[src/rtl/psum_collector.sv]
// psum_collector: per-row psum buffer that collects array writes, then drains them row-major after done rises
module psum_collector #(
   parameter int ARRAY_ROWS = 3,
   parameter int PSUM_DEPTH = 3,
   parameter int DATA_W = 32,
   localparam int RW = ARRAY_ROWS > 1 ? $clog2(ARRAY_ROWS) : 1,
   localparam int CW = PSUM_DEPTH > 1 ? $clog2(PSUM_DEPTH) : 1
) (
   input  logic                                clk,
   input  logic                                rst_n,
   input  logic [0:ARRAY_ROWS-1]               psum_valid,
   input  logic [0:ARRAY_ROWS-1][31:0]         psum_addr,
   input  logic [0:ARRAY_ROWS-1][DATA_W-1:0]   psum_data,
   input  logic                                done,
   output logic                                out_valid,
   input  logic                                out_ready,
   output logic [DATA_W-1:0]                   out_data,
   output logic [RW-1:0]                       out_row,
   output logic [CW-1:0]                       out_col,
   output logic                                out_last,
   output logic                                busy,
   output logic                                err
);
   typedef enum logic {COLLECT, DRAIN} state_t;
   state_t state, state_nxt;
   logic done_q;
   logic [RW-1:0] rd_row;
   logic [CW-1:0] rd_col;
   logic [ARRAY_ROWS-1:0][PSUM_DEPTH-1:0][DATA_W-1:0] mem;
   logic col_end, at_end, fire;
   assign col_end = rd_col == CW'(PSUM_DEPTH - 1);
   assign at_end  = col_end && rd_row == RW'(ARRAY_ROWS - 1);
   assign fire    = state == DRAIN && out_ready;
   // state register
   always_ff @(posedge clk or negedge rst_n)
      if (!rst_n) state <= COLLECT;
      else state <= state_nxt;
   // next state and drain outputs; everything reads zero while collecting
   always_comb begin
      state_nxt = state;
      out_valid = 1'b0;
      busy      = 1'b0;
      out_last  = 1'b0;
      out_data  = '0;
      out_row   = '0;
      out_col   = '0;
      if (state == COLLECT) begin
         if (done && !done_q) state_nxt = DRAIN;
      end else begin
         out_valid = 1'b1;
         busy      = 1'b1;
         out_last  = at_end;
         out_data  = mem[rd_row][rd_col];
         out_row   = rd_row;
         out_col   = rd_col;
         if (out_ready && at_end) state_nxt = COLLECT;
      end
   end
   // buffer writes, error capture, drain pointer and clear-after-drain
   always_ff @(posedge clk or negedge rst_n)
      if (!rst_n) begin
         mem    <= '0;
         done_q <= 1'b0;
         err    <= 1'b0;
         rd_row <= '0;
         rd_col <= '0;
      end else begin
         done_q <= done;
         for (int r = 0; r < ARRAY_ROWS; r++)
            if (psum_valid[r]) begin
               if (state == COLLECT && psum_addr[r] < 32'(PSUM_DEPTH)) mem[r][psum_addr[r][CW-1:0]] <= psum_data[r];
               else err <= 1'b1;
            end
         if (fire) begin
            rd_col <= col_end ? '0 : rd_col + 1'b1;
            rd_row <= at_end ? '0 : col_end ? rd_row + 1'b1 : rd_row;
            if (at_end) mem <= '0;
         end
      end
endmodule

[config.mk]
export PLATFORM = sky130hd
export DESIGN_NAME = psum_collector
export DESIGN_NICKNAME = d
export VERILOG_FILES = /design/src/rtl/psum_collector.sv
export SDC_FILE = /design/constraint.sdc
export NUM_CORES = 1
export LEC_CHECK = 0
export ABC_CLOCK_PERIOD_IN_PS = 2850
export CAP_MARGIN = 15
export CORE_UTILIZATION = 35
export DETAILED_ROUTE_END_ITERATION = 16
export SLEW_MARGIN = 5
export SYNTH_ARGS = -nofsm -noshare
export SYNTH_HDL_FRONTEND = slang
export SYNTH_SLANG_ARGS = --single-unit
[constraint.sdc]
create_clock -name clk -period 2.85 [get_ports clk]
set_input_delay 0.57 -clock clk [delete_from_list [all_inputs] [get_ports clk]]
set_output_delay 0.57 -clock clk [all_outputs]
set_load 0.01 [all_outputs]
# [After elaboration in Yosys (flattened, before gate mapping)]
# Cells that the tools add are included.
[word_totals] rom_bits=0 register_bits=295 output_inout_bits=40 elab_cells=81 memories=0 inputBits=199 latch_bits=0 mem_bits_rw=0
[classes] mul=0 n_addsub=2 n_reduce_logical=13 div_mod_pow=0 shift=0 n_lt_le_gt_ge=11 n_eq_ne=2 muxes=38 n_bitwise=1
[op_table] op="96-bit 2-to-1 mux" n=7
[op_table] op="288-bit 2-to-1 mux" n=2
[op_table] op="96-bit bitwise mux" n=3
[op_table] op="96-bit binary-select mux with 2-bit select" n=1
[op_table] op="32-bit demux with 2-bit select" n=3
[op_table] op="32-bit 2-to-1 mux" n=5
[op_table] op="32-bit by 2-bit < comparator with 1-bit output (second input constant)" n=3
[op_table] op="32-bit binary-select mux with 2-bit select" n=1
[op_table] op="2-bit by 3-bit < comparator with 1-bit output (second input constant)" n=5
[op_table] op="1-bit 2-to-1 mux" n=11
[op_table] op="1-bit logical AND" n=10
[op_table] op="2-bit 2-to-1 mux" n=5
[op_table] op="2-bit by 1-bit greater-or-equal comparator with 1-bit output (second input constant)" n=3
[op_table] op="2-bit by 1-bit adder with 2-bit output (second input constant)" n=2
[op_table] op="2-bit == test (second input constant)" n=2
[op_table] op="2-bit AND reduction" n=1
[op_table] op="2-bit nonzero test" n=1
[op_table] op="1-bit logical NOT" n=1
[op_table] op="1-bit inverter" n=1

# [Longest topological paths before layout]
[logic_depth] word_depth=9 depth_mapped=9 ltp_nobuf=5

# [Least setup slack after synthesis]
# No wires, ideal clock.
[synth_path] path_kind="register to output" start="reg rd_row[0]" end="out out_data[22]" path_buffers=3 stages_incl_launch_ff=8 path_slack_ps=787 arrival_time_ps=1493 required_ps=2280 cell_sequence="dfrtp_1 nor2b_1 clkbuf_1 buf_2 buf_2 a21oi_1 a211oi_1 o21a_1"
[synth_between] elab_chain_len=5
[synth_lines] item="start, declared" line="27" source="logic [RW-1:0] rd_row;"
[synth_lines] item="start signal, assigned" line="76" source="rd_row <= at_end ? '0 : col_end ? rd_row + 1'b1 : rd_row;"
[synth_lines] item="96-bit binary-select mux with 2-bit select" line="53" source="out_data = mem[rd_row][rd_col];"
[synth_lines] item="96-bit 2-to-1 mux (implied by the code)" line="53"
[synth_lines] item="32-bit binary-select mux with 2-bit select" line="53"
[synth_lines] item="32-bit 2-to-1 mux (implied by the code)" line="53"
[synth_lines] item="32-bit 2-to-1 mux" line="47" source="if (state == COLLECT) begin"
[synth_lines] item="end, declared" line="17" source="output logic [DATA_W-1:0] out_data,"
# No other way between the ends. The select of a mux whose other input is x is not followed.

# [Worst setup path after layout]
[layout_path] start="reg rd_row[0]" end="out out_data[11]"
# Same word-level chain as after synthesis.

==> impl_metrics.env <==
export IMPL_status="complete, but fails checks"
export IMPL_failed_checks="negative setup slack"
export IMPL_crit_path_end_kind="output port"
export IMPL_numPortBuffers=238
export IMPL_fp_dieW_um=209
export IMPL_grt_antenna_before_repair=1
export IMPL_startpoint_type="flip-flop"
export IMPL_n_fill_cell=3870
export IMPL_drc=0
export IMPL_cts_buffer_depth=3
export IMPL_syn_to_final_growth_pct=34.2
export IMPL_crit_required_ns=2.28
export IMPL_yosys_area_top_type="dfrtp_1"
export IMPL_yosys_warnings=0
export IMPL_fp_row_count=75
export IMPL_num_io_pins=239
export IMPL_regArea_mm2=0.00740
export IMPL_rsz0062_at_grt="yes"
export IMPL_clock_sinks=295
export IMPL_slew_headroom_pct=53.3
export IMPL_fin_hold_ws_ns=0.0334
export IMPL_worst_slack_ns=-0.0101
export IMPL_synth_distinct_cells=28
export IMPL_power_leakage_nw=10.6
export IMPL_final_layout_size_suffix_gt1_share_pct=14.2
export IMPL_num_antenna_cells=0
export IMPL_track_usage_pct=20.8
export IMPL_drt_total_wl_um=46000
export IMPL_skew_ns=0.0175
export IMPL_fin_util_pct=47.8
export IMPL_clock_latency_ns=0.53
export IMPL_initial_utilization_pct=35.6
export IMPL_root_buffer="clkbuf_16"
export IMPL_ir_drop_uv=320
export IMPL_path_clk_slew_ns=0.06
export IMPL_wl_per_cell_um=20.2
export IMPL_dp_hpwl_um=28900
export IMPL_avgViaCountPerCell=5.17
export IMPL_cp_arrival_ns=2.29
export IMPL_synth_cells=1455
export IMPL_nNetsFinal=1908
export IMPL_cts_made_buffers=36
export IMPL_cp_max_fo=7
export IMPL_netlist_area_mm2=0.0150
export IMPL_synth_nets=1654
export IMPL_die_area_mm2=0.0437
export IMPL_avgSynthCellArea_um2=10.3
export IMPL_hold_path_class="in2async"
export IMPL_hold_viol=0
export IMPL_first_global_vias=12100
export IMPL_grt_overflow_total=0
export IMPL_synth_seq_cells=295
export IMPL_detail_route_iter0_violations=727
export IMPL_setup_viol=3
export IMPL_finalCritPeriodShare_pct=100
export IMPL_slew_viol_final=0
export IMPL_synth_yosys_seq_area_share_pct=49.2
export IMPL_max_cap_viol_count=0
export IMPL_setup_tns_ns=-0.0190
export IMPL_tightest_slew_ns=0.701
export IMPL_synth_top_area_share_pct=49.2
export IMPL_fmax_mhz=350
export IMPL_power_density_mw_per_mm2=669
export IMPL_gp_congestion=0.773
export IMPL_multi_input_area_mm2=0.00724
export IMPL_ys_top_cells_by_area="dfrtp_1, mux2i_1, nor2_1"
export IMPL_drt_pass1_iter_count=4
export IMPL_cts_tree="done"
export IMPL_layout_min_cycle_time_ns=2.86
export IMPL_via_count=11800
export IMPL_ant_nets=0
export IMPL_cts_max_level=2
export IMPL_dieHeight_um=209
export IMPL_grt_first_pass_wirelength_um=71200
export IMPL_grt_max_degree=112
export IMPL_core_area_mm2=0.0421
export IMPL_critPathKind="reg2out"
[state kept, by name (all words and copies together) (netlist names)]
| signal | count |
|---|---|
| mem | 288 |
| rd_row | 2 |
| state | 1 |
| rd_col | 2 |
| done_q | 1 |
| err | 1 |
[layout make-up]
| class | instances | share of cell area, % |
|---|---|---|
| multi-input combinational | 1043 | 35.9 |
| timing repair buffer | 331 | 17.6 |
| tap | 539 | 3.35 |
| inverter | 2 | 0.0373 |
| clock buffer | 47 | 5.18 |
| clock inverter | 17 | 1.12 |
| sequential | 295 | 36.7 |
[final timing paths]
path,start,slack (ns),endpoint,depth (start not counted)
setup reg to reg,rd_row[0],0.63,mem[111],8
hold / removal,rst_n,0.03,mem[215],1
min in group clk,err,0.47,err,2
max in group asynchronous,rst_n,1.93,mem[271],2
hold reg to reg,err,0.47,err,2
setup / recovery,rd_row[0],-0.01,out_data[11],9
[worst max-delay path, stage by stage, from the launching register on]
cell,delay [ns]
dfrtp_4,0.53
buf_12,0.16
buf_8,0.13
buf_16,0.14
mux2i_1,0.13
nor2_1,0.07
a211oi_2,0.19
a211oi_2,0.07
o21a_1,0.20
buf_2,0.14
[routing by layer]
metal / part of all wire [%] / global-route usage (%) / up-vias
li1: - / - / 5545
met1: 47 / 29.0 / 5875
met2: 47 / 34.3 / 288
met3: 4.1 / 2.55 / 57
met4: 1.7 / 5.40 / 0
met5: 0 / 0 / -
[through the flow]
| stage | worst slack (ns) | std cells | instance area (um2) | total power [mW] |
|---|---|---|---|---|
| after CTS | -0.0442 | 2270 | 20000 | 13.5 |
| after global placement | 0.176 | 2178 | 18300 | 7.95 |
| after floorplan | 0.787 | 1455 | 15000 | 6.08 |
| after detailed placement | 0.174 | 2178 | 18300 | 7.95 |
| after global routing | -0.121 | 2274 | 20100 | 14.0 |
| final | -0.0101 | 2274 | 20100 | 13.5 |
[cells by family after synthesis]
family                 share of synthesized area, %
AOI/OAI and AO/OA                              7.22
buffers and inverters                          4.34
and+or+nand+nor                                13.6
muxes                                          25.6
DFF                                            49.2
[cell usage after synthesis]
master      n
and2_1      5
nor3_1      5
and3b_1     3
buf_1      10
nand2b_1    3
nor3b_1     3
nand2_1    12
nand3_1     3
buf_6       5
buf_12      6
dfrtp_1   295
a21o_1      2
o21ai_0     2
and4_1      9
buf_4       1
nor2_1    421
nor4_1     21
nand4_1     2
a22oi_1     1
buf_2      58
mux2i_1   384
o21a_1     32
clkbuf_1   35
a21oi_1    66
inv_1       2
a211oi_1   64
nor2b_1     1
nand4_2     4
[where the power goes]
group | internal [mW] | leakage, nW | switching [mW]
sequential | 4.23 | 4.10 | 0.0879
combinational | 2.02 | 5.83 | 2.21
clock | 3.04 | 0.628 | 1.87
total | 9.30 | 10.6 | 4.17
[cell usage in the layout, fill, tap and decap left out, types with 6 or more instances in the layout]
master           synthesis  routed
buf_16                   0       9
nand2_1                 12      12
clkdlybuf4s50_1          0     204
buf_12                   6      29
nor4_1                  21      21
clkinv_2                 0       7
clkbuf_8                 0       8
mux2i_1                384     377
buf_8                    0       6
nor2_1                 421     415
clkbuf_16                0      38
buf_4                    1      46
dfrtp_1                295     290
a21oi_1                 66      64
a211oi_1                64      37
mux2i_2                  0       6
buf_2                   58      28
and4_1                   9       6
a211oi_2                 0      25
o21a_1                  32      32
[timing repair]
item / 4_1_cts / 5_1_grt
cloned: 6 / 1
gates resized for setup: 169 / 35
endpoints found under the setup margin: 33 / 30
setup buffers: 23 / 5
hold buffers: 0 / 0
pin swaps: 73 / 21
No activity file was read; power rests on OpenSTA's default activity.
==> edit: new RTL, same settings <==
Put one more register stage on the output `err`, cleared by the reset. The value now appears one clock later. The other outputs are not delayed to match.
--- a/src/rtl/psum_collector.sv
+++ b/src/rtl/psum_collector.sv
@@ -22,6 +22,8 @@
    output logic                                err
 );
    typedef enum logic {COLLECT, DRAIN} state_t;
+
+   logic err_s0;
    state_t state, state_nxt;
    logic done_q;
    logic [RW-1:0] rd_row;
@@ -61,7 +63,7 @@
       if (!rst_n) begin
          mem    <= '0;
          done_q <= 1'b0;
-         err    <= 1'b0;
+         err_s0 <= 1'b0;
          rd_row <= '0;
          rd_col <= '0;
       end else begin
@@ -69,7 +71,7 @@
          for (int r = 0; r < ARRAY_ROWS; r++)
             if (psum_valid[r]) begin
                if (state == COLLECT && psum_addr[r] < 32'(PSUM_DEPTH)) mem[r][psum_addr[r][CW-1:0]] <= psum_data[r];
-               else err <= 1'b1;
+               else err_s0 <= 1'b1;
             end
          if (fire) begin
             rd_col <= col_end ? '0 : rd_col + 1'b1;
@@ -77,5 +79,13 @@
             if (at_end) mem <= '0;
          end
       end
+   always_ff @(posedge clk or negedge rst_n) begin
+      if (!rst_n) begin
+         err <= '0;
+      end else begin
+         err <= err_s0;
+      end
+   end
+
 endmodule
 
Behaviour: not the same (Yosys sat finds a counterexample within 4 cycles, from zero or initial values and one cycle with rst_n low).
==> edit against the unedited design <==
  * The flow still finishes with violations (setup timing)
  * Sequential cell count is 1 higher
  * Setup slack worse by 29 ps
  * Power is 1.2% lower
  * Sequential share of layout area is 0.057 points higher
  * Design area is 0.22% higher
  * Count of clock-buffer cells in the layout is 1 higher
  * Wire length is 4.9% higher
  * Synthesized area is 0.17% higher
  * Critical path depth is 1 lower
==> edit: results (changes against the unedited design) <==
** Outcome
- The run finished, with violations left.
- Violations in the final reports :: setup timing

** Final layout
- The final-layout clock-cell area share was 0.0583 (-0.00472).
- The share of cells above drive strength 1 came to 0.149 (+0.00694).
- Non-clock buffers :: 326 (-1.5%)
- The footprint of the multi-input gates came to 0.00732 mm2 (+1.2%).
- Clock buffer cells :: 48 (+2.1%)
- Number of filler instances in the final layout :: 3,860 (-0.26%)
- Register cell area after layout :: 0.00742 mm2 (+0.37%)
- The final net count was 1,905 (-0.16%).

** Detailed routing
- The detailed-route wire length per cell is 21.3 um (+5.2%).
- Detailed Routing Iterations Pass 1 :: 5 (+1)
- The detail-routed via count per cell is 5.29 (+2.2%).
- Number of violations reported at the end of detailed-routing iteration 0 :: 692 (-4.8%)
- The wire length the detailed router placed on met1 is 21.8 mm (+1.4%).
- Total wire length :: 48.3 mm (+4.9%)
- Met3 wire length :: 2.66 mm (+40%)

** STA
- The setup skew after layout is 22.5 ps (+5.03 ps).
- The number of setup violations in the final report came to 4 (+1).
- Post-Route Hold Slack :: 375 ps (+342 ps)
- The transition time of the tightest slew-check pin was 564 ps (-137 ps).
- Setup WS post-layout :: -39.2 ps (-29.1 ps)

** Global routing
- Total track usage :: 0.221 (+0.0126)
- Met3 routing resource usage after global routing :: 0.0415 (+0.0159)
- The met2 capacity usage during global routing was 0.362 (+0.0192).
- The wire length of the first global-routing pass came to 74.2 mm (+4.2%).
- The maximum number of pins on one net before global-route repair came to 85 (-24%).
- Number of global-route vias before repair :: 12,334 (+2.0%)

** Placement
- HPWL after detailed placement :: 30.2 mm (+4.4%)
- The worst-case setup slack after placement came to 133 ps (-41.0 ps).
- Placer congestion estimate :: 0.790 (+2.3%)

** Logic synthesis
- Largest cells by area after synthesis :: sky130_fd_sc_hd__dfrtp_1 (49%), sky130_fd_sc_hd__mux2i_1 (26%), sky130_fd_sc_hd__nor2_1 (11%)
- The proportion of synthesized chip area in sequential cells was 0.493 (+0.000846).
- The number of storage elements in the synthesis netlist came to 296 (+0.34%).
- Most frequent cells after synthesis :: sky130_fd_sc_hd__nor2_1 (421), sky130_fd_sc_hd__mux2i_1 (384), sky130_fd_sc_hd__dfrtp_1 (296), sky130_fd_sc_hd__a21oi_1 (66), sky130_fd_sc_hd__a211oi_1 (64)
- The total nets after synthesis is 1,655 (+0.060%).

** Critical path
- The highest net fanout along the worst path was 8 (+1).
- The endpoint identified for the worst register-to-register timing path is mem[106].
- The register-to-register setup slack was 690 ps (+60 ps).

** Pwr
- Peak VDD IR :: 0.403 mV (+26%)

** Worst hold path
- Class of the most critical hold timing path :: reg -> reg
[edit: changes by cell type in the layout (fill, tap and decap cells not counted), moves of 4 or more]
cell                       change
sky130_fd_sc_hd__buf_4        -13
sky130_fd_sc_hd__buf_6         +5
sky130_fd_sc_hd__clkbuf_1      +4
sky130_fd_sc_hd__a211oi_1     -11
sky130_fd_sc_hd__a211oi_2     +13
sky130_fd_sc_hd__a21oi_2      +18
sky130_fd_sc_hd__a21oi_1      -19
[edit: cells by family (layout without fill, tap and decap cells)]
| family | Yosys count | in the layout | synth area share |
|---|---|---|---|
| other | 0 | 1 | 0 |
| buffers and inverters | 117 | 389 | 0.0433 |
| multiplexers | 384 | 384 | 0.256 |
| flip-flops | 296 | 296 | 0.493 |
| AND/OR/NAND/NOR | 492 | 492 | 0.136 |
| AO/OA/AOI/OAI | 167 | 167 | 0.0721 |
[edit: power groups by stage]
stage | combinational (mW) | sequential, mW | clock (mW)
2_1_floorplan | 1.77 | 4.32 | 0
3_3_place_gp | 3.44 | 4.46 | 0
3_5_place_dp | 3.45 | 4.46 | 0
4_1_cts | 4.19 | 4.35 | 4.73
5_1_grt | 4.52 | 4.36 | 4.89
6_report | 4.31 | 4.35 | 4.64
[edit: worst max-delay path by stage]
stage	start	endpoint	cells after the start
after floorplan	rd_row[0]	out_data[22]	7
after global placement	rd_row[0]	out_data[11]	6
after detailed placement	rd_row[0]	out_data[23]	7
after CTS	rd_row[0]	out_data[25]	8
after global routing	rd_row[0]	out_data[23]	7
final	rd_row[0]	out_data[23]	8
[edit: what timing repair did]
action,in CTS,in global routing
hold buffers,1,0
buffers inserted,22,1
gates resized for setup,183,45
pin swaps,71,33
setup endpoints to repair,33,32
gates cloned,10,2
endpoints found under the hold margin,2,0
